--- src/rtl/button_pkg.sv ---
// Shared definitions for the push-button front end: channel state encoding,
// the default debounce interval and the bit positions inside BTN_LEVEL.
package button_pkg;

  typedef enum logic [1:0] {
    IDLE         = 2'd0,
    PRESS_WAIT   = 2'd1,
    PRESSED      = 2'd2,
    RELEASE_WAIT = 2'd3
  } btn_state_e;

  // 10 ms at 100 MHz
  localparam int DEBOUNCE_CYCLES_DEFAULT = 1000000;

  localparam int LEFT   = 2;
  localparam int CENTRE = 1;
  localparam int RIGHT  = 0;

endpackage

--- src/rtl/debounce_channel.sv ---
// One button: two-flop synchroniser, stable-sample counter and a four-state
// debounce FSM producing a clean level and a single-cycle press pulse.
module debounce_channel
  import button_pkg::*;
#(
  parameter int DEBOUNCE_CYCLES = DEBOUNCE_CYCLES_DEFAULT
) (
  input  logic CLK,
  input  logic RESET,
  input  logic RAW,
  output logic PULSE,
  output logic LEVEL
);

  localparam int CNT_W = $clog2(DEBOUNCE_CYCLES + 1);
  localparam logic [CNT_W-1:0] CntLast = CNT_W'(DEBOUNCE_CYCLES - 1);

  logic             sync1_q;
  logic             sync2_q;
  btn_state_e       state_q, state_d;
  logic [CNT_W-1:0] cnt_q, cnt_d;
  logic             pulse_q, pulse_d;

  // Bring the asynchronous button into the clock domain; only sync2 is used.
  always_ff @(posedge CLK or negedge RESET) begin
    if (!RESET) begin
      sync1_q <= 1'b0;
      sync2_q <= 1'b0;
    end else begin
      sync1_q <= RAW;
      sync2_q <= sync1_q;
    end
  end

  // State, counter and pulse registers.
  always_ff @(posedge CLK or negedge RESET) begin
    if (!RESET) begin
      state_q <= IDLE;
      cnt_q   <= '0;
      pulse_q <= 1'b0;
    end else begin
      state_q <= state_d;
      cnt_q   <= cnt_d;
      pulse_q <= pulse_d;
    end
  end

  // A level change is accepted only after DEBOUNCE_CYCLES consecutive stable
  // samples; any disagreement returns to the previous stable state and the
  // pulse is raised only on the PRESS_WAIT -> PRESSED step.
  always_comb begin
    state_d = state_q;
    cnt_d   = cnt_q;
    pulse_d = 1'b0;
    case (state_q)
      IDLE: begin
        if (sync2_q) begin
          state_d = PRESS_WAIT;
          cnt_d   = '0;
        end
      end
      PRESS_WAIT: begin
        if (!sync2_q) begin
          state_d = IDLE;
          cnt_d   = '0;
        end else if (cnt_q == CntLast) begin
          state_d = PRESSED;
          cnt_d   = '0;
          pulse_d = 1'b1;
        end else begin
          cnt_d = cnt_q + CNT_W'(1);
        end
      end
      PRESSED: begin
        if (!sync2_q) begin
          state_d = RELEASE_WAIT;
          cnt_d   = '0;
        end
      end
      RELEASE_WAIT: begin
        if (sync2_q) begin
          state_d = PRESSED;
          cnt_d   = '0;
        end else if (cnt_q == CntLast) begin
          state_d = IDLE;
          cnt_d   = '0;
        end else begin
          cnt_d = cnt_q + CNT_W'(1);
        end
      end
      default: begin
        state_d = IDLE;
        cnt_d   = '0;
      end
    endcase
  end

  assign PULSE = pulse_q;
  assign LEVEL = (state_q == PRESSED) || (state_q == RELEASE_WAIT);

endmodule

--- src/rtl/button_conditioner.sv ---
// Conditions the three board push-buttons for the maze state machine. Each
// channel is independent; no priority is applied between buttons here.
module button_conditioner
  import button_pkg::*;
#(
  parameter int DEBOUNCE_CYCLES = DEBOUNCE_CYCLES_DEFAULT
) (
  input  logic       CLK,
  input  logic       RESET,
  input  logic       BTN_LEFT_RAW,
  input  logic       BTN_CENTRE_RAW,
  input  logic       BTN_RIGHT_RAW,
  output logic       BTN_LEFT,
  output logic       BTN_CENTRE,
  output logic       BTN_RIGHT,
  output logic [2:0] BTN_LEVEL
);

  logic levelLeft;
  logic levelCentre;
  logic levelRight;

  debounce_channel #(.DEBOUNCE_CYCLES(DEBOUNCE_CYCLES)) uLeft (
    .CLK   (CLK),
    .RESET (RESET),
    .RAW   (BTN_LEFT_RAW),
    .PULSE (BTN_LEFT),
    .LEVEL (levelLeft)
  );

  debounce_channel #(.DEBOUNCE_CYCLES(DEBOUNCE_CYCLES)) uCentre (
    .CLK   (CLK),
    .RESET (RESET),
    .RAW   (BTN_CENTRE_RAW),
    .PULSE (BTN_CENTRE),
    .LEVEL (levelCentre)
  );

  debounce_channel #(.DEBOUNCE_CYCLES(DEBOUNCE_CYCLES)) uRight (
    .CLK   (CLK),
    .RESET (RESET),
    .RAW   (BTN_RIGHT_RAW),
    .PULSE (BTN_RIGHT),
    .LEVEL (levelRight)
  );

  // Pack the debounced levels into their fixed bit positions.
  always_comb begin
    BTN_LEVEL         = 3'b000;
    BTN_LEVEL[LEFT]   = levelLeft;
    BTN_LEVEL[CENTRE] = levelCentre;
    BTN_LEVEL[RIGHT]  = levelRight;
  end

endmodule

--- config.mk ---
export PLATFORM = sky130hd
export DESIGN_NAME = button_conditioner
export DESIGN_NICKNAME = d
export VERILOG_FILES = /design/src/rtl/button_pkg.sv /design/src/rtl/debounce_channel.sv /design/src/rtl/button_conditioner.sv
export SDC_FILE = /design/constraint.sdc
export NUM_CORES = 1
export LEC_CHECK = 0
export CORE_ASPECT_RATIO = 1.1
export CORE_MARGIN = 2
export CORE_UTILIZATION = 62
export CTS_CLUSTER_SIZE = 20
export DETAILED_ROUTE_END_ITERATION = 7
export PLACE_DENSITY_LB_ADDON = 0.12
export SYNTH_ARGS = -nofsm -noshare
export SYNTH_HDL_FRONTEND = slang
export SYNTH_SLANG_ARGS = --single-unit
--- constraint.sdc ---
create_clock -name CLK -period 2.6 [get_ports CLK]
set_input_delay 0.39 -clock CLK [delete_from_list [all_inputs] [get_ports CLK]]
set_output_delay 0.39 -clock CLK [all_outputs]
set_load 0.05 [all_outputs]
== After elaboration in Yosys (flattened, before gate mapping) ==
Cells that the tools add are included.

* Add/subtract/negate cells: 3
* Eq/ne operators: 24
* Mux-type cells: 48
* Reductions and logical operators: 12

{| class="wikitable"
|+ Operators with widths
! cell !! count
|-
| two-way mux 20 bit || 15
|-
| case mux 20 bit (4 select lines) || 3
|-
| adder 20 x 1 -> 20 bit (second input constant) || 3
|-
| == test 20 bit (second input constant) || 3
|-
| two-way mux 2 bit || 18
|-
| case mux 2 bit (4 select lines) || 3
|-
| == test 2 bit (second input constant) || 6
|-
| AND reduction 4 bit || 3
|-
| two-way mux 1 bit || 9
|-
| != test 3 x 1 -> 1 bit (second input constant) || 3
|-
| != test 3 bit (second input constant) || 3
|-
| == test 2 x 1 -> 1 bit (second input constant) || 3
|-
| logical NOT 2 bit || 3
|-
| != test 2 x 1 -> 1 bit (second input constant) || 3
|-
| != test 2 bit (second input constant) || 3
|-
| AND reduction 2 bit || 3
|-
| logical OR 1 bit || 3
|}

* Register bits: 75

== Logic depth before layout (Yosys ltp) ==
Gate-level depths: netlist of the first run.

* Depth after elaboration: 4
* Mapped depth: 7
* Mapped depth without buffers: 6

== Modules after synthesis ==
Synthesis of the first run repeated with hierarchy kept, for this count alone.

* Cell total of the unflattened synthesis: 439
* Area, all modules: 4076.4 µm²

{| class="wikitable"
|+ Modules (own cells, without submodules)
! module !! times used !! cells an instance !! area an instance (µm²) !! sequential area each (µm²)
|-
| debounce_channel at uCentre || 1 || 146 || 1368.8 || 625.6
|-
| debounce_channel at uRight || 1 || 149 || 1351.3 || 625.6
|-
| debounce_channel at uLeft || 1 || 141 || 1333.8 || 625.6
|-
| button_conditioner || 1 || 3 || 22.5 || 0.0
|}

== Worst setup path after synthesis of the first run ==
No wires, ideal clock.

* Path kind: register -> register
* Start point: register uRight.cnt_q[0]
* End point: register uRight.cnt_q[3]
* Arrival time: 1.702 ns
* Required time: 2.469 ns
* Slack: 0.767 ns
* Cell stages (with the launch flop): 8
* Cells stage by stage: dfrtp_1 > ha_1 > and4_4 > nand2_4 > o311a_4 > buf_6 > a41oi_1 > a31oi_1

* Cells in the longest elaborated chain, start to end: 4

{| class="wikitable"
|+ RTL lines
! element !! RTL line !! source
|-
| start, declared || debounce_channel.sv:21 || <nowiki>logic [CNT_W-1:0] cnt_q, cnt_d;</nowiki>
|-
| start signal, assigned || debounce_channel.sv:43 || <nowiki>cnt_q <= cnt_d;</nowiki>
|-
| adder 20 x 1 -> 20 bit or == test 20 bit (tied branches) || n/a ||
|-
| two-way mux 20 bit (*) || debounce_channel.sv:66, debounce_channel.sv:84 ||
|-
| two-way mux 20 bit, on equally long branches || debounce_channel.sv:81, debounce_channel.sv:63 ||
|-
| case mux 20 bit (4 select lines) (*) || debounce_channel.sv:55 || <nowiki>case (state_q)</nowiki>
|}

Every way passes the cells marked *; elsewhere a longest branch is shown, timed or not.
A chain may end at the register's enable or synchronous reset.

==> metrics, run 1 <==
Syn. warnings 0; area of the die 7180 sq um; CP arrival 2.39 ns; worst reg2reg startpoint uLeft.cnt_q[0]$_DFFE_PN0P_; Die H 88.7 um; routed len/inst 15.3 um; Max FO, Critical Path 30; row count 30; Area Growth Syn to Fin 6.87%; Worst Reg-to-Reg Cells 6; Die Width 81 um; R2R setup slack 0.46 ns; DRT antenna net count 0; post-synthesis cell type count 56; IO Count 11; number of global-route vias before repair 2,942; Slowest cell on crit path dfrtp_1; CP Capture Type flop; critical path depth in cells 6; share of cells above drive strength 1 0.115; root buf cell clkbuf_8; first-pass GRT wire length 13,300 um; Top FF cell, synth dfrtp_1; average cell area after synthesis 9.61 sq um; GR Util met3 0.0551; crit-path leading delay family simple AND/OR/NAND/NOR gates; hold buffers post-CTS 0; Max clock buf depth 2; initial core utilization 0.649; fin crit share 0.822; WS Path Type reg -> reg; clock skew 0.0110 ns; Core ar. 6230 sq um; gr usage total 0.239; Syn Std Cell Area 4040 sq um; ant diodes 0; grt met2 use 0.377; Initial DRC Count 221; syn_nets 429; Final TNS setup 0 ns; FF+latch count, synth 75; via count 3,180; GR Layer Usage met1 0.323; 1st-pass router iterations 4; Fmax 468 MHz; largest net degree at the start of global routing 76; Final Hold Viols 0; clock sink count 75; Clk pin slew, worst setup/hold paths 0.09 ns; routed wire length 7760 um; grt ovf 0; Worst-Skew Late Latency 0.35 ns; register area share after synthesis 0.464; vias per cell 6.27; # nets final 430; critical path startpoint category flop; Finish-stage setup viols 0; Buf/Inv on CP 0; routability cong. 0.818; Residual DRC 0; Relative slew margins 0.390; max cap viols 0; initial antenna violation count 0; ys async rst share 1.00; PwrDens 749 nW/um^2; I/O Buffers 10; Cell Chain, Critical Path ha_1 > nand3_1 > nor2_1 > a31oi_4 > nor2b_1 > mux2_2; Worst Setup SP uLeft.cnt_q[0]$_DFFE_PN0P_; post-DP HPWL 5170 um; GRT busiest layer met2; post-CTS setup buffer count 0; cells after synthesis 421; Hold Crit Class in -> async; Slew Viols, Final 0; Final Critical Period 2.14 ns; Final Instance Count excl. Fillers 507; unrepaired setup endpoints after global routing no; Placed Cells 491; EDFF count, synth 0; CTS-repair resized insts 0; Lkg Pwr 1.84 nW; run status finished, final reports clean; VDD IR max 0.574 mV; slowest stage delay, CP 0.42 ns; Crit path required time 2.85 ns; CTS tree built; Least-Margin Pin Slew 0.916 ns; number of H-tree levels 3; TritonCTS Buffers 9
==> synth_stat cells (all sizes together) (5+ instances only) <==
cell,instances,share of area
a31oi,38,0.066
a22o,8,0.017
or3,8,0.012
clkbuf,10,0.0096
nand2,49,0.047
mux2,5,0.014
and3,7,0.011
inv,8,0.0074
o21ai,20,0.025
nand2b,5,0.0077
a21oi,28,0.035
nand4,11,0.022
nand3,37,0.047
nor2,25,0.026
dfrtp,75,0.46
a21o,8,0.015
nor4,7,0.021
nor3,13,0.017
buf,15,0.027
a41oi,10,0.022
==> sequential cells by signal, summed over array words and instances (netlist names), named ones only <==
| name | flops |
|---|---|
| uCentre.cnt_q | 20 |
| uLeft.cnt_q | 20 |
| uRight.cnt_q | 20 |
| uCentre.PULSE | 1 |
| uCentre.state_q | 1 |
| uCentre.sync1_q | 1 |
| uCentre.sync2_q | 1 |
| uLeft.PULSE | 1 |
| uLeft.state_q | 1 |
| uLeft.sync1_q | 1 |
| uLeft.sync2_q | 1 |
| uRight.PULSE | 1 |
| uRight.state_q | 1 |
| uRight.sync1_q | 1 |
| uRight.sync2_q | 1 |
==> per-stage QoR <==
step | utilization | hold slack (ns) | power [mW] | setup slack (ns) | area (sq um)
final | 0.694 | 0.153 | 3.24 | 0.463 | 4320
after global routing | 0.694 | 0.238 | 3.44 | 0.297 | 4320
after CTS | 0.694 | 0.190 | 3.25 | 0.482 | 4320
after detailed placement | 0.663 | 0.338 | 2.38 | 0.477 | 4130
after global placement | 0.663 | 0.336 | 2.33 | 0.547 | 4130
after floorplan | - | 0.0944 | 2.20 | 0.767 | 4040
==> logic make-up after synthesis <==
group / count (synthesis) / synth area share
mux: 8 / 0.0213
simple gates: 178 / 0.249
compound gates: 120 / 0.203
fa+ha+maj: 3 / 0.00928
xor+xnor: 4 / 0.00866
flops: 75 / 0.464
buf+inv: 33 / 0.0439
==> cell usage in the layout (no fill, tap or decap), drive strengths merged, types with 11 or more instances in the layout <==
cell   count
a21oi     28
a31oi     38
dfrtp     75
inv       13
nand2     49
nand3     37
nand4     11
nor2      25
nor3      13
o21ai     20
==> power by group <==
part / internal (mW) / switching (mW) / total [mW]
Combinational: 0.348 / 0.643 / 0.991
Clock: 0.374 / 0.504 / 0.877
Sequential: 1.25 / 0.116 / 1.37
Total: 1.98 / 1.26 / 3.24
==> worst min-delay path by stage <==
| stage | startpoint | to | slack, ns | cells after the start |
|---|---|---|---|---|
| after floorplan | RESET | asynchronous set/reset pin | 0.09 | 0 |
| after global placement | uRight.sync1_q$_DFF_PN0_ | uRight.sync2_q$_DFF_PN0_ | 0.34 | 0 |
| after detailed placement | uLeft.sync1_q$_DFF_PN0_ | uLeft.sync2_q$_DFF_PN0_ | 0.34 | 0 |
| after CTS | RESET | uCentre.cnt_q[7]$_DFFE_PN0P_ | 0.19 | 1 |
| after global routing | RESET | uCentre.cnt_q[7]$_DFFE_PN0P_ | 0.24 | 1 |
| final | RESET | uCentre.cnt_q[6]$_DFFE_PN0P_ | 0.15 | 1 |
==> metal layers <==
layer | wire length, um | vias to the layer above
met3 | 195 | 6
li1 | - | 1578
met1 | 3790 | 1552
met4 | 59 | 0
met5 | 0 | -
met2 | 3710 | 44
==> cell type report <==
type | instances | area (sq um)
Multi-Input combinational cell | 313 | 1990
Fill cell | 506 | 1910
Sequential cell | 75 | 1880
Timing Repair Buffer | 15 | 135
Clock buffer | 9 | 124
Tap cell | 80 | 100
Clock inverter | 7 | 66.3
Inverter | 8 | 30.0
No activity file was read; power rests on OpenSTA's default activity.
==> run 2: changes to the inputs <==
==> constraint.sdc (replaced) <==
create_clock -name CLK -period 2.1 [get_ports CLK]
set_input_delay 0.315 -clock CLK [delete_from_list [all_inputs] [get_ports CLK]]
set_output_delay 0.315 -clock CLK [all_outputs]
set_load 0.05 [all_outputs]
==> run 2 against run 1 <==
  * Final area rose by 2.5%
  * Non-clock buffer count rose by 7
  * Register-to-register slack got worse by 0.37 ns
  * Worst hold slack improved by 0.20 ns
  * Clock skew barely moved
  * Cell count rose by 1.4%
  * Routed wire length rose by 2.8%
  * Clock-buffer cell count rose by 1
  * Combinational power rose by 27%
  * Critical path type unchanged
  * Largest cell class unchanged
  * Largest power group unchanged
  * Highest routed layer unchanged
==> metrics, run 2 (synthesis results as in run 1) <==
clock power share 0.300; 1st-pass router iterations 4; Fmax 498 MHz; Finish-stage setup viols 0; area of the die 7180 sq um; root buf cell clkbuf_8; share of cells above drive strength 1 0.129; Relative slew margins 0.413; number of H-tree levels 3; Max FO, Critical Path 23; Area Growth Syn to Fin 9.50%; Worst-Skew Late Latency 0.35 ns; Final Critical Period 2.01 ns; DRT antenna net count 0; PwrDens 954 nW/um^2; Power Total 4.22 mW; TritonCTS Buffers 9; grt ovf 0; Hold Crit Class reg -> reg; Residual DRC 0; first-pass GRT wire length 13,700 um; most frequent cells in the layout dfrtp_1, nand2_1, nand3_1, a31oi_1, a21oi_1; Clk pin slew, worst setup/hold paths 0.09 ns; Initial DRC Count 184; Final TNS setup 0 ns; VDD IR max 0.842 mV; Least-Margin Pin Slew 0.878 ns; WS Path Type reg -> reg; biggest regs uCentre.cnt_q x20, uLeft.cnt_q x20, uRight.cnt_q x20; row count 30; Final Hold Viols 0; fin crit share 0.957; vias per cell 6.36; Core ar. 6230 sq um; post-CTS setup buffer count 0; run status finished, final reports clean; Comb power frac 0.297; routed len/inst 15.5 um; largest net degree at the start of global routing 41; routed wire length 7970 um; CP arrival 2.26 ns; Lkg Pwr 1.89 nW; via count 3,270; Slew Viols, Final 0; Int Power 2.71 mW; gr usage total 0.244; clock skew 0.0115 ns; initial core utilization 0.649; CP Capture Type flop; placed instance area 4190 sq um; commonest non-fill, non-tap cell in the layout dfrtp_1; clock sink count 75; unrepaired setup endpoints after global routing no; critical path startpoint category flop; number of global-route vias before repair 3,012; Die H 88.7 um; initial antenna violation count 0; CTS tree built; Sw Share 0.360; max cap viols 0; routability cong. 0.906; post-DP HPWL 5260 um; Max clock buf depth 2; net switching power figure 1.52 mW; I/O Buffers 10; Crit path required time 2.35 ns; Die Width 81 um; # nets final 437; Finished Cell Area 4430 sq um; IO Count 11; Flop pwr share 0.403; ant diodes 0
[run 2: cell types whose count changed in the layout (fill, tap and decap cells not counted), moves of 2 or more]
cell | before | now
inv_8 | 2 | 0
bufinv_16 | 0 | 2
clkinvlp_4 | 0 | 2
buf_4 | 6 | 11
inv_6 | 3 | 0
[run 2: worst max-delay path, cell delays in order, from the launching register on]
cell and delay, ns:
dfrtp_1 0.44, nor4_2 0.33, nand4_2 0.21, o311a_4 0.53
a32o_1 0.26, a21o_1 0.14
[run 2: area by class of cell]
| class | count | area (sq um) |
|---|---|---|
| repair buffers | 22 | 203 |
| fillers | 479 | 1800 |
| clock buffers | 10 | 138 |
| clock inverters | 6 | 88.8 |
| flip-flops and latches | 75 | 1880 |
| inverters | 8 | 30.0 |
| multi-input cells | 313 | 1990 |
| well taps | 80 | 100 |
[run 2: timing repair]
| action | 4_1_cts | 5_1_grt |
|---|---|---|
| endpoints found under the hold margin | 35 | 0 |
| hold buffers | 1 | 0 |
| gates resized for setup | 0 | 1 |
| endpoints found under the setup margin | 0 | 8 |
[run 2: worst paths after layout]
check,from,slack [ns],to,cells past startpoint
worst max-delay path,uRight.cnt_q[11]$_DFFE_PN0P_,0.09,uRight.cnt_q[18]$_DFFE_PN0P_,5
worst min-delay path,uCentre.sync1_q$_DFF_PN0_,0.36,uCentre.sync2_q$_DFF_PN0_,0
worst max register to register,uRight.cnt_q[11]$_DFFE_PN0P_,0.09,uRight.cnt_q[18]$_DFFE_PN0P_,5
worst min register to register,uCentre.sync1_q$_DFF_PN0_,0.36,uCentre.sync2_q$_DFF_PN0_,0
max in group asynchronous,RESET,1.06,uLeft.cnt_q[11]$_DFFE_PN0P_,3
min in group asynchronous,RESET,0.45,uCentre.cnt_q[10]$_DFFE_PN0P_,2
[run 2: metal layers]
metal,share of wire,track usage
met1,0.46,0.329
met4,0.012,0.0955
met2,0.49,0.393
met3,0.037,0.0469
met5,0,0
[run 2: power groups by stage]
stage          clock (mW)  combinational, mW  sequential [mW]
2_1_floorplan           0               1.04             1.69
5_1_grt              1.34               1.39             1.72
6_report             1.27               1.26             1.70
3_5_place_dp            0               1.25             1.72
3_3_place_gp            0               1.20             1.71
4_1_cts              1.28               1.25             1.70
[run 2: per-stage QoR]
| step | cells | util | setup slack [ns] | hold slack (ns) |
|---|---|---|---|---|
| 6_report | 514 | 0.711 | 0.0902 | 0.355 |
| 5_1_grt | 514 | 0.711 | 0.00150 | 0.363 |
| 4_1_cts | 514 | 0.710 | 0.0874 | 0.361 |
| 3_5_place_dp | 497 | 0.672 | 0.0899 | 0.304 |
| 3_3_place_gp | 497 | 0.672 | 0.147 | 0.301 |
| 2_1_floorplan | 421 | - | 0.267 | 0.0194 |
